--- src/rtl/coin_input_conditioner_pkg.sv ---
// Shared channel numbering and helpers for the coin input conditioner.
// Channel index order doubles as arbitration priority (lowest index wins).
package coin_input_pkg;

  localparam int NUM_CH = 5;
  localparam int CH_M   = 0;
  localparam int CH_N   = 1;
  localparam int CH_L   = 2;
  localparam int CH_R   = 3;
  localparam int CH_C   = 4;
  localparam int GAP_W  = 4;

  typedef logic [NUM_CH-1:0] ch_vec_t;

  function automatic int cnt_width(input int debounce_cycles);
    return $clog2(debounce_cycles + 1);
  endfunction

  // One-hot of the lowest-index set bit, i.e. the highest-priority requester.
  function automatic ch_vec_t first_set(input ch_vec_t req);
    ch_vec_t grant;
    grant = {NUM_CH{1'b0}};
    for (int i = NUM_CH - 1; i >= 0; i--) begin
      if (req[i]) begin
        grant    = {NUM_CH{1'b0}};
        grant[i] = 1'b1;
      end else begin
        grant = grant;
      end
    end
    return grant;
  endfunction

endpackage

--- src/rtl/coin_input_conditioner_if.sv ---
// Raw sensor lines in, conditioned FSM pulses and status out.
interface coin_input_conditioner_if;

  logic M_RAW;
  logic N_RAW;
  logic C_RAW;
  logic R_RAW;
  logic L_RAW;
  logic M;
  logic N;
  logic C;
  logic R;
  logic L;
  logic DROP;
  logic BUSY;

  modport master (
    output M_RAW, N_RAW, C_RAW, R_RAW, L_RAW,
    input  M, N, C, R, L, DROP, BUSY
  );

  modport slave (
    input  M_RAW, N_RAW, C_RAW, R_RAW, L_RAW,
    output M, N, C, R, L, DROP, BUSY
  );

endinterface

--- src/rtl/coin_input_conditioner_debounce_channel.sv ---
// One sensor line: 2-flop synchronizer, debounce counter and a strobe that is
// high during the cycle whose closing edge accepts a debounced 0->1 change.
module debounce_channel
  import coin_input_pkg::*;
#(
  parameter int DEBOUNCE_CYCLES = 4
) (
  input  logic clk,
  input  logic rst,
  input  logic raw,
  output logic rise
);

  localparam int            CW       = cnt_width(DEBOUNCE_CYCLES);
  localparam logic [CW-1:0] CNT_LAST = CW'(DEBOUNCE_CYCLES - 1);

  logic          sync1_r;
  logic          sync2_r;
  logic          level_r;
  logic [CW-1:0] cnt_r;
  logic          accept_s;

  assign accept_s = (sync2_r != level_r) && (cnt_r == CNT_LAST);
  assign rise     = accept_s && sync2_r;

  // Synchronize the raw line and require a run of stable samples before moving the level.
  always_ff @(posedge clk) begin
    if (rst) begin
      sync1_r <= 1'b0;
      sync2_r <= 1'b0;
      level_r <= 1'b0;
      cnt_r   <= {CW{1'b0}};
    end else begin
      sync1_r <= raw;
      sync2_r <= sync1_r;
      if (accept_s) begin
        level_r <= sync2_r;
        cnt_r   <= {CW{1'b0}};
      end else if (sync2_r != level_r) begin
        cnt_r   <= cnt_r + CW'(1);
      end else begin
        cnt_r   <= {CW{1'b0}};
      end
    end
  end

endmodule

--- src/rtl/coin_input_conditioner.sv ---
// Five debounced sensor channels feeding a pending vector, a fixed-priority
// arbiter and an idle-gap counter so the FSM sees at most one pulse per cycle.
module coin_input_conditioner
  import coin_input_pkg::*;
#(
  parameter int DEBOUNCE_CYCLES = 4,
  parameter int GAP             = 1
) (
  input  logic                     CLK,
  input  logic                     RST,
  coin_input_conditioner_if.slave  bus
);

  localparam logic [GAP_W-1:0] GAP_LOAD = GAP_W'(GAP);

  ch_vec_t          raw_s;
  ch_vec_t          rise_s;
  ch_vec_t          grant_s;
  ch_vec_t          pending_r;
  ch_vec_t          pulse_r;
  logic [GAP_W-1:0] gap_r;
  logic             drop_r;
  logic             busy_r;

  assign raw_s[CH_M] = bus.M_RAW;
  assign raw_s[CH_N] = bus.N_RAW;
  assign raw_s[CH_L] = bus.L_RAW;
  assign raw_s[CH_R] = bus.R_RAW;
  assign raw_s[CH_C] = bus.C_RAW;

  for (genvar i = 0; i < NUM_CH; i++) begin : g_ch
    debounce_channel #(
      .DEBOUNCE_CYCLES(DEBOUNCE_CYCLES)
    ) u_ch (
      .clk (CLK),
      .rst (RST),
      .raw (raw_s[i]),
      .rise(rise_s[i])
    );
  end

  // Pick the highest-priority pending channel once the gap has run out.
  always_comb begin
    grant_s = {NUM_CH{1'b0}};
    if (gap_r == {GAP_W{1'b0}}) begin
      grant_s = first_set(pending_r);
    end else begin
      grant_s = {NUM_CH{1'b0}};
    end
  end

  // A rise on a channel being granted this edge re-arms it instead of dropping.
  always_ff @(posedge CLK) begin
    if (RST) begin
      pending_r <= {NUM_CH{1'b0}};
      pulse_r   <= {NUM_CH{1'b0}};
      gap_r     <= {GAP_W{1'b0}};
      drop_r    <= 1'b0;
      busy_r    <= 1'b0;
    end else begin
      pending_r <= (pending_r & ~grant_s) | rise_s;
      pulse_r   <= grant_s;
      drop_r    <= |(rise_s & pending_r & ~grant_s);
      busy_r    <= (|pending_r) || (gap_r != {GAP_W{1'b0}});
      if (|grant_s) begin
        gap_r <= GAP_LOAD;
      end else if (gap_r != {GAP_W{1'b0}}) begin
        gap_r <= gap_r - GAP_W'(1);
      end else begin
        gap_r <= gap_r;
      end
    end
  end

  assign bus.M    = pulse_r[CH_M];
  assign bus.N    = pulse_r[CH_N];
  assign bus.L    = pulse_r[CH_L];
  assign bus.R    = pulse_r[CH_R];
  assign bus.C    = pulse_r[CH_C];
  assign bus.DROP = drop_r;
  assign bus.BUSY = busy_r;

endmodule

--- src/flat_wrapper.sv ---
// flat-port wrapper written by rule: the top's interface ports become plain ports
module coin_input_conditioner_flat import coin_input_pkg::*;
#(
  parameter int DEBOUNCE_CYCLES = 4,
  parameter int GAP             = 1
)
  (CLK, RST, bus_M_RAW, bus_N_RAW, bus_C_RAW, bus_R_RAW, bus_L_RAW, bus_M, bus_N, bus_C, bus_R, bus_L, bus_DROP, bus_BUSY);
  coin_input_conditioner_if bus_i ();
  input  logic CLK;
  input  logic RST;
  input wire logic [$bits(bus_i.M_RAW)-1:0] bus_M_RAW;
  input wire logic [$bits(bus_i.N_RAW)-1:0] bus_N_RAW;
  input wire logic [$bits(bus_i.C_RAW)-1:0] bus_C_RAW;
  input wire logic [$bits(bus_i.R_RAW)-1:0] bus_R_RAW;
  input wire logic [$bits(bus_i.L_RAW)-1:0] bus_L_RAW;
  output wire logic [$bits(bus_i.M)-1:0] bus_M;
  output wire logic [$bits(bus_i.N)-1:0] bus_N;
  output wire logic [$bits(bus_i.C)-1:0] bus_C;
  output wire logic [$bits(bus_i.R)-1:0] bus_R;
  output wire logic [$bits(bus_i.L)-1:0] bus_L;
  output wire logic [$bits(bus_i.DROP)-1:0] bus_DROP;
  output wire logic [$bits(bus_i.BUSY)-1:0] bus_BUSY;
  assign bus_i.M_RAW = bus_M_RAW;
  assign bus_i.N_RAW = bus_N_RAW;
  assign bus_i.C_RAW = bus_C_RAW;
  assign bus_i.R_RAW = bus_R_RAW;
  assign bus_i.L_RAW = bus_L_RAW;
  assign bus_M = bus_i.M;
  assign bus_N = bus_i.N;
  assign bus_C = bus_i.C;
  assign bus_R = bus_i.R;
  assign bus_L = bus_i.L;
  assign bus_DROP = bus_i.DROP;
  assign bus_BUSY = bus_i.BUSY;
  coin_input_conditioner #(.DEBOUNCE_CYCLES(DEBOUNCE_CYCLES), .GAP(GAP)) u_core (.CLK(CLK), .RST(RST), .bus(bus_i));
endmodule
--- config.mk ---
export PLATFORM = sky130hd
export DESIGN_NAME = coin_input_conditioner_flat
export DESIGN_NICKNAME = d
export VERILOG_FILES = /design/src/rtl/coin_input_conditioner_pkg.sv /design/src/rtl/coin_input_conditioner_if.sv /design/src/rtl/coin_input_conditioner_debounce_channel.sv /design/src/rtl/coin_input_conditioner.sv /design/src/flat_wrapper.sv
export SDC_FILE = /design/constraint.sdc
export NUM_CORES = 1
export LEC_CHECK = 0
export ABC_CLOCK_PERIOD_IN_PS = 1900
export BUFFER_PORTS_ARGS = -buffer_cell sky130_fd_sc_hd__buf_2
export CAP_MARGIN = 20
export CORE_ASPECT_RATIO = 0.9
export CORE_MARGIN = 2
export CORE_UTILIZATION = 57
export DETAILED_ROUTE_END_ITERATION = 6
export GPL_TIMING_DRIVEN = 0
export MAX_ROUTING_LAYER = met4
export PLACE_DENSITY_LB_ADDON = 0.25
export SYNTH_ARGS = -nofsm -noshare
export SYNTH_HDL_FRONTEND = slang
export SYNTH_HIERARCHICAL = 1
export SYNTH_SLANG_ARGS = --single-unit
--- constraint.sdc ---
create_clock -name CLK -period 1.9 [get_ports CLK]
set_input_delay 0.475 -clock CLK [delete_from_list [all_inputs] [get_ports CLK]]
set_output_delay 0.475 -clock CLK [all_outputs]
set_load 0.01 [all_outputs]
==> out/qor.yml, run 1 <==
status: "completed"
gp_congestion: 0.800
drtPass1Iterations: 4
antenna_found_initial: 0
crit_path_start: "u_core/gap_r[0]$_SDFFE_PP0P_"
synth_mux_area_frac: 0
hpwl_um: 1800
ys_seq_area_frac: 0.539
power.density_mw_per_mm2: 1010
nFillCells: 251
cts_max_path_buffers: 2
yosysMostFrequentCell: "dfxtp_1"
tns_ps: 0
yosysWarningCount: 6
async_flop_share: 0
syn-cell-area_mm2: 0.00171
slew_viol_final: 0
cts_tree: "done"
multi_input_area_um2: 753
hold_class: "in -> reg"
clock_skew_ps: 5.30
hp-start: "bus_C_RAW"
finalWirelength_um: 2510
worst-endpoint-required_ps: 2120
min_period_ps: 1650
ant_nets: 0
cp_max_fo: 9
max_stage_delay_ps: 410
die_h_um: 55.9
cts_buffers: 5
crit_buf_inv: 1
synth.top_cell.area_share: 0.539
row_count: 18
io_pins: 14
start_util: 0.612
cts_resized: 0
synth_seq_cells: 46
die_area_mm2: 0.00345
syn_inst: 163
nets: 202
synth_edf_count: 0
tightestPinTransition_ps: 650
hold_viol_final: 0
worstSetupPathType: "reg -> reg"
root_buffer: "clkbuf_4"
synthSimpleGateAreaFrac: 0.253
clkSlewWorstSetupHoldPaths_ps: 120
post-route-cell-area_mm2: 0.00187
grt_pass1_vias: 1091
peakVddDrop_mv: 0.615
rr_startpoint: "u_core/gap_r[0]$_SDFFE_PP0P_"
fp.coreArea_mm2: 0.00279
synth_compound_area_frac: 0.0689
arrival_ps: 1870
die_w_um: 61.7
crit_slowest_cell: "nor3b_4"
synth_top_family_by_area: "simple AND/OR/NAND/NOR gates"
diodes: 0
fin_crit_sh: 0.868
synthTopCellsByArea: "dfxtp_1 (54%), ha_1 (8.8%), nor4b_2 (4.4%), nor2_1 (4.0%), nor2b_1 (3.7%)"
syn_to_final_growth_pct: 9.52
vias: 1173
grt_pass1_wl_um: 4480
ys.flop_type: "dfxtp_1"
setup_viol: 0
port_buffers: 13
synthXorXnorAreaFrac: 0.0308
grt_use_total: 0.182
register_area_um2: 921
rsz0062_at_grt: "no"
overflow: 0
yosysUniqueCellTypes: 28
numClockSinks: 46
synthTopCellsByCount: "dfxtp_1 (46), nor2_1 (18), ha_1 (12)"
syn_nets: 182
wl_per_cell_um: 11.2
cap_violations: 0
placed_area_mm2: 0.00182
routed_via_density: 5.26
startpoint_type: "flop"
slew_headroom: 0.567
cp_cell_sequence: "inv_1, ha_1, nor3b_4, nand2_1, a32oi_1, a41oi_1"
dr.first_iter.drc_count: 40
end_kind: "flop"
drc: 0
grt_max_degree: 36
leakage_nw: 0.737
max_freq_mhz: 607
synth_area_leader_cell: "dfxtp_1"
cts_htree_levels: 2
synth.avg_cell_area_um2: 10.5
clk_latency_ps: 350
cpLargestDelayFamily: "simple AND/OR/NAND/NOR gates"
ctsHoldBuffers: 0
cts_setup_buffers: 0
drive_gt1_frac: 0.148
synth_fa_ha_area_frac: 0.0879
cells by family (layout without fill, tap and decap cells):
logic type,Yosys count,in the layout
buffers and inverters,9,29
AO/OA/AOI/OAI,20,20
XOR/XNOR,6,6
flip-flops,46,46
adder cells (fa/ha/maj),12,12
AND/OR/NAND/NOR,70,70
layer usage:
layer	vias to the layer above	GRT usage	share of wire
li1	609	-	-
met1	537	0.207	0.44
met2	22	0.278	0.49
met3	5	0.0837	0.057
met4	0	0.0638	0.018
met5	-	-	0
worst register-to-register path, delay by kind of cell, from the launching register on:
kind	cells	cell delay (ps)
buffers and inverters	1	110
adder cells (fa/ha/maj)	1	210
AO/OA/AOI/OAI	2	330
AND/OR/NAND/NOR	2	550
flip-flops	1	330
state kept, by name (all words and copies together) (netlist names):
name / cells
u_core/g_ch.u_ch/level_r: 5
u_core/g_ch.u_ch/cnt_r: 15
u_core/g_ch.u_ch/sync2_r: 5
u_core/bus.DROP: 1
u_core/g_ch.u_ch/sync1_r: 5
u_core/pending_r: 5
u_core/bus.BUSY: 1
u_core/pulse_r: 5
u_core/gap_r: 4
power breakdown:
group          switching, mW  internal, mW  total, mW
Sequential            0.0470          1.03       1.07
Clock                  0.282         0.133      0.415
Combinational          0.244         0.159      0.403
Total                  0.573          1.32       1.89
layout by cell type, fill, tap and decap left out, drive strengths merged, types with 3 or more instances in the layout:
cell type and count:
nor4b 6, nor3 3, ha 12, nor3b 3, clkbuf 6, nand2b 5, xnor2 6, nand2 8
nor2b 10, inv 8, nor4 10, nor2 18, a21oi 11, dfxtp 46, buf 13
metrics by stage:
step	total power, mW	setup WS [ps]	util	hold slack, ps	cells
final	1.89	251	0.670	318	223
after global routing	2.02	50.1	0.670	313	223
after CTS	1.91	261	0.670	305	223
after detailed placement	1.50	218	0.653	424	216
after global placement	1.47	275	0.653	414	216
after floorplan	1.40	523	-	404	163
worst paths after layout:
path	end	cells after the start	slack [ps]
hold reg to reg	u_core/g_ch[4].u_ch/cnt_r[0]$_SDFF_PP0_	1	440
hold / removal	u_core/g_ch[4].u_ch/sync1_r$_SDFF_PP0_	2	320
setup / recovery	u_core/bus.DROP$_SDFF_PP0_	6	250
setup reg to reg	u_core/bus.DROP$_SDFF_PP0_	6	250
final cells by class:
class                      count  area share
multi-input combinational    108       0.403
buffer                         1     0.00201
clock buffer                   5      0.0201
timing repair buffer          13      0.0348
inverter                       8      0.0161
clock inverter                 2     0.00535
sequential                    46       0.492
tap                           40      0.0268
Note: power is estimated with default switching activity, not from simulation.
==> run 2, diff against run 1 <==
--- a/config.mk
+++ b/config.mk
@@ -8,7 +8,6 @@
 export ABC_CLOCK_PERIOD_IN_PS = 1900
 export BUFFER_PORTS_ARGS = -buffer_cell sky130_fd_sc_hd__buf_2
 export CAP_MARGIN = 20
-export CORE_ASPECT_RATIO = 0.9
 export CORE_MARGIN = 2
 export CORE_UTILIZATION = 57
 export DETAILED_ROUTE_END_ITERATION = 6
==> out/qor.yml, run 2 (synthesis gave the netlist of run 1 again) <==
status: "completed"
hpwl_um: 1840  # +1.9%
wl_per_cell_um: 11.9  # +6.2%
crit_buf_inv: 1  # unchanged
tns_ps: 0  # unchanged
rsz0062_at_grt: "no"
grt_max_degree: 36  # unchanged
min_to: "u_core/g_ch[0].u_ch/sync1_r$_SDFF_PP0_"
layout_setup_ws_ps: 319  # +67.7 ps
worstSetupPathType: "reg -> reg"
hp-start: "bus_M_RAW"
numClockSinks: 46  # unchanged
port_buffers: 13  # unchanged
final_cell_count_no_fill: 215  # -3.6%
max_freq_mhz: 633  # +4.3%
grt_pass1_vias: 1108  # +1.6%
syn_to_final_growth_pct: 9.60  # about the same
antenna_found_initial: 0  # unchanged
register_area_um2: 921  # unchanged
post-route-cell-area_mm2: 0.00187  # about the same
rrSetupSlack_ps: 320  # +70 ps
end_kind: "flop"
cts_resized: 0  # unchanged
clkSlewWorstSetupHoldPaths_ps: 120  # about the same
largest_reg_flops: 15  # unchanged
power.density_mw_per_mm2: 1030  # +1.8%
clk_latency_ps: 340  # about the same
arrival_ps: 1800  # -70 ps
cp.depth: 6  # unchanged
fp.coreArea_mm2: 0.00281  # +0.45%
grt_pass1_wl_um: 4500  # +0.45%
drc: 0  # unchanged
cts_tree: "done"
max_stage_delay_ps: 380  # -30 ps
finalWirelength_um: 2570  # +2.4%
crit_slowest_cell: "nor3b_4"
cts_htree_levels: 2  # unchanged
nets: 202  # unchanged
dr.first_iter.drc_count: 25  # -38%
leakage_nw: 0.742  # +0.61%
vias: 1183  # +0.85%
start_util: 0.609  # -0.00273
clock_skew_ps: 7.13  # +1.83 ps
io_pins: 14  # unchanged
ctsHoldBuffers: 0  # unchanged
rr_startpoint: "u_core/gap_r[0]$_SDFFE_PP0P_"
routed_via_density: 5.50  # +4.6%
fin_crit_sh: 0.832  # -0.0357
gp_congestion: 0.740  # -7.4%
root_buffer: "clkbuf_4"
grt_use_total: 0.181  # -0.00125
cp_max_fo: 9  # unchanged
die_area_mm2: 0.00345  # about the same
die_w_um: 58.7  # -4.8%
setup_viol: 0  # unchanged
r2r_cells: 6  # unchanged
hold_viol_final: 0  # unchanged
cpLargestDelayFamily: "compound AO/OA/AOI/OAI gates"
min_path_cells: 2  # unchanged
placed_area_mm2: 0.00181  # -0.62%
startpoint_type: "flop"
row_count: 19  # +1
cts_max_path_buffers: 2  # unchanged
die_h_um: 58.7  # +5.0%
hold_class: "in -> reg"
final_common_cell: "dfxtp_1"
slew_headroom: 0.579  # +0.0125
ant_nets: 0  # unchanged
cap_violations: 0  # unchanged
drtPass1Iterations: 4  # unchanged
dp_slack_ps: 205  # -12.9 ps
multi_input_area_um2: 753  # unchanged
nFillCells: 243  # -3.2%
worst-endpoint-required_ps: 2120  # about the same
overflow: 0  # unchanged
cts_buffers: 5  # unchanged
drive_gt1_frac: 0.147  # -0.000802
dp.cells: 207  # -4.2%
whs_ps: 334  # +15.5 ps
cts_setup_buffers: 0  # unchanged
timing.rr.end: "u_core/bus.DROP$_SDFF_PP0_"
top_register: "u_core/g_ch.u_ch/cnt_r"
peakVddDrop_mv: 0.738  # +20%
tightestPinTransition_ps: 631  # -18.7 ps
diodes: 0  # unchanged
most-common-layout-cells: "dfxtp_1 (46), nor2_1 (18), buf_2 (13)"
min_period_ps: 1580  # -67.7 ps
cp_cell_sequence: "inv_1, ha_1, nor3b_4, a21boi_0, o21ai_0, a41oi_1"
slew_viol_final: 0  # unchanged
==> run 2: cell types whose count changed in the layout (fill, tap and decap cells not counted), sizes merged <==
cell    delta
clkbuf     +2
clkinv     -1
==> run 2: final cells by class <==
type                            instances  area share
Sequential cell                        46       0.492
Buffer                                  1     0.00201
Tap cell                               31      0.0207
Clock inverter                          1     0.00267
Timing Repair Buffer                   13      0.0348
Clock buffer                            7      0.0294
Inverter                                8      0.0160
Multi-Input combinational cell        108       0.402
==> run 2: how the worst max path moves through the flow <==
stage / start / to / slack (ps)
after global placement: RST / u_core/gap_r[2]$_SDFFE_PP0P_ / 260
after detailed placement: RST / u_core/gap_r[2]$_SDFFE_PP0P_ / 210
final: u_core/gap_r[0]$_SDFFE_PP0P_ / u_core/bus.DROP$_SDFF_PP0_ / 320
after global routing: u_core/gap_r[0]$_SDFFE_PP0P_ / u_core/bus.DROP$_SDFF_PP0_ / 140
after floorplan: u_core/gap_r[0]$_SDFFE_PP0P_ / u_core/bus.DROP$_SDFF_PP0_ / 520
after CTS: u_core/gap_r[0]$_SDFFE_PP0P_ / u_core/bus.DROP$_SDFF_PP0_ / 300
==> run 2: worst register-to-register path, stage by stage (launching register included) <==
cell      delay [ps]
dfxtp_1          330
inv_1            110
ha_1             210
nor3b_4          380
a21boi_0         140
o21ai_0          160
a41oi_1          110
==> run 2: per-layer routing <==
metal	up-vias	GRT usage	share of wire
met1	547	0.190	0.43
met5	-	-	0
met3	6	0.0462	0.035
met4	0	0.107	0.021
li1	607	-	-
met2	23	0.303	0.51
==> run 2: power breakdown <==
part	internal, mW	switching (mW)	total (mW)
Clock	0.180	0.275	0.455
Sequential	1.03	0.0505	1.08
Combinational	0.159	0.237	0.395
Total	1.36	0.562	1.93
==> run 2: stage by stage <==
step / power, mW / utilization
5_1_grt: 2.05 / 0.667
6_report: 1.93 / 0.667
2_1_floorplan: 1.40 / -
4_1_cts: 1.95 / 0.667
3_3_place_gp: 1.47 / 0.646
3_5_place_dp: 1.49 / 0.646
